<file path="config.mk">
export PLATFORM = sky130hd
export DESIGN_NAME = irq_pending_ctrl
export DESIGN_NICKNAME = d
export VERILOG_FILES = /design/src/rtl/irq_pending_ctrl.sv
export SDC_FILE = /design/constraint.sdc
export NUM_CORES = 1
export LEC_CHECK = 0
export ABC_AREA = 1
export CAP_MARGIN = 20
export CORE_AREA = 2 2 71 73
export DETAILED_ROUTE_END_ITERATION = 10
export DIE_AREA = 0 0 73 75
export MAX_ROUTING_LAYER = met4
export PLACE_DENSITY = 0.73
export SYNTH_ARGS = -nofsm -noshare
export SYNTH_HDL_FRONTEND = slang
export SYNTH_SLANG_ARGS = --single-unit
</file>
<file path="constraint.sdc">
create_clock -name clk_i -period 1 [get_ports clk_i]
set_input_delay 0.1 -clock clk_i [delete_from_list [all_inputs] [get_ports clk_i]]
set_output_delay 0.1 -clock clk_i [all_outputs]
set_load 0.1 [all_outputs]
</file>
<file path="src/rtl/irq_pending_ctrl.sv">
// irq_pending_ctrl
// Synchronises raw interrupt lines, qualifies each as edge- or level-sensitive
// into a pending register, masks it for the downstream priority encoder, and
// runs the request / acknowledge / end-of-interrupt handshake with the core.
// A single handler may be in service at a time; no nesting.

module irq_pending_ctrl #(
    parameter int unsigned      N_IRQ    = 8,              // 4, 8 or 16
    parameter int unsigned      ID_W     = 3,              // log2(N_IRQ)
    parameter logic [N_IRQ-1:0] EDGE_SEL = {N_IRQ{1'b1}}   // 1 = edge, 0 = level
) (
    input  logic             clk_i,
    input  logic             rst_ni,
    input  logic [N_IRQ-1:0] irq_i,
    input  logic             mask_we_i,
    input  logic [N_IRQ-1:0] mask_wdata_i,
    output logic [N_IRQ-1:0] mask_o,
    output logic [N_IRQ-1:0] pending_o,
    output logic             irq_req_o,
    input  logic             ack_i,
    input  logic [ID_W-1:0]  ack_id_i,
    input  logic             eoi_i,
    output logic             active_o,
    output logic [ID_W-1:0]  active_id_o,
    output logic             ack_err_o
);

    // Handshake states
    localparam logic [1:0] ST_IDLE   = 2'd0;
    localparam logic [1:0] ST_REQ    = 2'd1;
    localparam logic [1:0] ST_ACTIVE = 2'd2;

    logic [N_IRQ-1:0] r_s1;
    logic [N_IRQ-1:0] r_s2;
    logic [N_IRQ-1:0] r_s3;
    logic [N_IRQ-1:0] r_pending;
    logic [N_IRQ-1:0] r_mask;
    logic [1:0]       r_state;
    logic [ID_W-1:0]  r_active_id;
    logic             r_ack_err;

    logic [N_IRQ-1:0] w_pending_m;
    logic [N_IRQ-1:0] w_rise;
    logic [N_IRQ-1:0] w_ack_clr;
    logic [N_IRQ-1:0] w_pending_nxt;
    logic [1:0]       w_state_nxt;
    logic             w_ack_hit;
    logic             w_ack_ok;
    logic             w_ack_bad;

    assign w_pending_m = r_pending & r_mask;
    assign w_rise      = r_s2 & ~r_s3;

    // An ack is only meaningful while a request is outstanding; the ID must
    // point at a line that is both pending and enabled.
    assign w_ack_hit = w_pending_m[ack_id_i];
    assign w_ack_ok  = (r_state == ST_REQ) && ack_i &&  w_ack_hit;
    assign w_ack_bad = (r_state == ST_REQ) && ack_i && !w_ack_hit;

    assign mask_o      = r_mask;
    assign pending_o   = w_pending_m;
    assign irq_req_o   = (r_state == ST_REQ);
    assign active_o    = (r_state == ST_ACTIVE);
    assign active_id_o = r_active_id;
    assign ack_err_o   = r_ack_err;

    // One-hot clear vector for the line being accepted
    always_comb begin
        // NOTE: every combinational output gets a default first so no path
        // leaves it unassigned, which would infer a latch.
        w_ack_clr = '0;
        if (w_ack_ok) begin
            w_ack_clr = N_IRQ'(1) << ack_id_i;
        end
    end

    // Next pending value: edge lines latch rises (set beats clear), level lines follow s2
    always_comb begin
        w_pending_nxt = '0;
        for (int i = 0; i < N_IRQ; i++) begin
            if (EDGE_SEL[i]) begin
                w_pending_nxt[i] = w_rise[i] | (r_pending[i] & ~w_ack_clr[i]);
            end else begin
                w_pending_nxt[i] = r_s2[i];
            end
        end
    end

    // Handshake next-state decode
    always_comb begin
        w_state_nxt = r_state;
        case (r_state)
            ST_IDLE: begin
                if (|w_pending_m) begin
                    w_state_nxt = ST_REQ;
                end
            end
            ST_REQ: begin
                if (w_ack_ok) begin
                    w_state_nxt = ST_ACTIVE;
                end else if (w_pending_m == '0) begin
                    w_state_nxt = ST_IDLE;
                end
            end
            ST_ACTIVE: begin
                if (eoi_i) begin
                    w_state_nxt = ST_IDLE;
                end
            end
            default: w_state_nxt = ST_IDLE;
        endcase
    end

    // Two-flop synchroniser plus a third stage for edge detection
    always_ff @(posedge clk_i or negedge rst_ni) begin
        // NOTE: every register here, synchroniser included, has an explicit
        // reset value so a reset mid-handshake leaves no stale edge behind.
        if (!rst_ni) begin
            r_s1 <= '0;
            r_s2 <= '0;
            r_s3 <= '0;
        end else begin
            // NOTE: non-blocking assignments so each stage takes the previous
            // stage's old value and the chain really is three flops deep.
            r_s1 <= irq_i;
            r_s2 <= r_s1;
            r_s3 <= r_s2;
        end
    end

    // Pending register
    always_ff @(posedge clk_i or negedge rst_ni) begin
        if (!rst_ni) begin
            r_pending <= '0;
        end else begin
            r_pending <= w_pending_nxt;
        end
    end

    // Software enable mask
    always_ff @(posedge clk_i or negedge rst_ni) begin
        if (!rst_ni) begin
            r_mask <= '0;
        end else if (mask_we_i) begin
            r_mask <= mask_wdata_i;
        end
    end

    // Handshake state, in-service ID and ack error pulse
    always_ff @(posedge clk_i or negedge rst_ni) begin
        if (!rst_ni) begin
            r_state     <= ST_IDLE;
            r_active_id <= '0;
            r_ack_err   <= 1'b0;
        end else begin
            r_state   <= w_state_nxt;
            r_ack_err <= w_ack_bad;
            if (w_ack_ok) begin
                r_active_id <= ack_id_i;
            end
        end
    end

endmodule

</file>
==> impl_metrics.yaml <==
logic_synthesis:
  synth_fp_nets: 196
  synth_most_common_cell: "nand2_1"
  synth_common_cells: "nand2_1 (48), dfrtp_1 (46), inv_1 (21)"
  syn_inst: 172
  synth_area_mm2: 0.001814
  seq_area_frac_synth_pct: 63.45
  ys_types: 19
  syn_area_per_cell_um2: 10.55
  synth_ff_type: "dfrtp_1"
  yosys.area.top_type: "dfrtp_1"
  ys_ff_latch: 46
  synth_edf_count: 0
  ys.warnings.count: 0
  synth-async-reset-ratio_pct: 100.0
  synth_top_area_share_pct: 63.45
  synthTopCellsByArea: "dfrtp_1 (63%), nand2_1 (9.9%), mux2_2 (5.0%)"
grt:
  grt_pass1_wl_mm: 6.982
  antenna_found_initial: 0
  grt_max_degree: 47
  track_usage_pct: 17.62
  grt-ovfl-total: 0
  grt_pass1_vias: 1596
sta:
  tns_ns: -8.940
  slew-limit-headroom_pct: 82.28
  holdWs_ns: 0.2315
  maxClockFrequency_mhz: 728.3
  slew_viol_final: 0
  tightest_slew_ns: 0.2637
  hold_violations: 0
  rsz0062_at_grt: "yes"
  fin_skew_ns: 0.008203
  period_needed_ns: 1.373
  finalWorstSetupSlack_ns: -0.3730
  finalSetupViolations: 40
  fin_crit_sh_pct: 137.3
min_path:
  min_path_type: "in2reg"
  hp-start: "irq_i[5]"
  worstHoldEndpoint: "r_s1[5]$_DFF_PN0_"
  hold_depth: 1
floorplanning:
  start_util_pct: 38.93
  die_h_um: 75
  die_area_mm2: 0.005475
  fp.dieW_um: 73
  core_mm2: 0.004661
  fp-row-count: 25
  io_pins: 46
drt:
  wirelength_mm: 4.236
  firstDrtPassIters: 4
  via_per_inst: 4.676
  route.vias.total: 1515
  drc_errors: 0
  antenna_left: 0
  drt_first_iter_violations: 103
  post_drt_wl_per_cell_um: 13.07
placement:
  portBuffers: 45
  dp_worst_setup_slack_ns: -0.5437
  routabilityCongestion: 0.8952
  hpwlAfterDp_mm: 3.010
setup_path:
  cp.arrival_ns: 1.27
  rrSetupSlack_ns: -0.32
  end_kind: "output port"
  reg2reg_from: "mask_o[2]$_DFFE_PN0P_"
  reg2regPathDepth: 8
  crit_type: "reg2out"
  startpoint_type: "flop"
  cp.required_ns: 0.90
  cp_max_fo: 3
  r2r_end: "r_state[0]$_DFFE_PN0P_"
clock_tree:
  cts_made_buffers: 5
  h-tree-depth: 2
  clkTransAtPathRegs_ns: 0.09
  root_buffer: "clkbuf_8"
  clk_latency_ns: 0.30
  cts_tree: "built"
  cts_buffer_depth: 2
  cts_sinks: 46
final_layout:
  area_growth_pct: 82.21
  final_layout_size_suffix_gt1_share_pct: 50.74
  multi_input_area_um2: 691.9
  num_antenna_cells: 0
  register_area_mm2: 0.001181
  n_fill_cell: 327
  nets: 293
status:
  violations: "setup timing"
  outcome: "complete, but fails checks"
pwr:
  leakagePower_nw: 1.526
  ir_drop_mv: 1.118
  p_per_area_mw_per_mm2: 2208
run:
  cap_violations: 0
[power by group]
group	total, W	switching [W]	internal (W)
Sequential	0.00227	0.000184	0.00209
Combinational	0.00364	0.00211	0.00153
Clock	0.00139	0.000641	0.000749
Total	0.00730	0.00293	0.00437
[sequential cells by signal (all words and copies together) (netlist names)]
name / count
r_s1: 8
r_state: 2
active_id_o: 3
mask_o: 8
r_s2: 8
ack_err_o: 1
r_s3: 8
r_pending: 8
[per-layer routing]
layer	up-vias	GRT usage [%]	wire, um
met5	-	-	0
met4	0	8.848	108
met3	12	4.016	180
met2	45	29.23	2284
met1	727	20.09	1663
li1	731	-	-
[cell families (layout without fill, tap and decap cells)]
family	count (synthesis)	in the layout	synth area share [%]
flops	46	46	63.45
simple gates	87	89	23.59
buf+inv	27	123	6.759
mux	8	8	4.966
compound gates	4	4	1.241
[critical path, stage by stage, from the launching register on]
cell and delay [ns]:
dfrtp_4 0.51, nand2_4 0.11, buf_6 0.11, clkinvlp_4 0.08, buf_12 0.17
[layout by cell type (no fill, tap or decap), drive strengths merged, types with 2 or more instances in the layout]
| cell | n |
|---|---|
| buf | 67 |
| nand2 | 53 |
| dfrtp | 46 |
| clkdlybuf4s50 | 21 |
| inv | 17 |
| nor2 | 16 |
| nand3 | 10 |
| clkinvlp | 8 |
| nand4 | 8 |
| mux2 | 8 |
| clkbuf | 5 |
| o21ai | 3 |
| bufinv | 2 |
[repair_timing]
action | 4_1_cts | 5_1_grt
setup endpoints to repair | 43 | 43
hold buffers | 1 | 0
gates resized for setup | 27 | 16
pin swaps | 14 | 10
endpoints found under the hold margin | 46 | 0
cloned | 2 | 0
buffers inserted | 9 | 6
[worst max path at each step]
stage                                startpoint                endpoint  slack [ns]  cells past startpoint
after floorplan           mask_o[2]$_DFFE_PN0P_  r_state[0]$_DFFE_PN0P_       -0.86                      8
after global placement              ack_id_i[1]  r_state[0]$_DFFE_PN0P_       -0.54                     10
after detailed placement            ack_id_i[0]  r_state[0]$_DFFE_PN0P_       -0.54                     10
after CTS                 mask_o[2]$_DFFE_PN0P_            pending_o[2]       -0.38                      4
after global routing      mask_o[7]$_DFFE_PN0P_            pending_o[7]       -0.41                      4
final                     mask_o[7]$_DFFE_PN0P_            pending_o[7]       -0.37                      4
[per-stage QoR]
stage,utilization [%],instance area (um2),total power [W],std cells
floorplan,-,1947,0.004172,172
global placement,63.03,2938,0.005522,302
detailed placement,63.03,2938,0.005582,302
CTS,69.75,3251,0.007294,322
global route,70.93,3306,0.007597,324
finish,70.93,3306,0.007300,324
[layout make-up]
cell class                      count  area share, %
Clock buffer                        5          2.082
Multi-Input combinational cell    101          20.93
Inverter                           25          4.239
Sequential cell                    46          35.73
Timing Repair Buffer               90          33.65
Tap cell                           54          2.044
Clock inverter                      3          1.325
No activity file was read; power rests on OpenSTA's default activity.
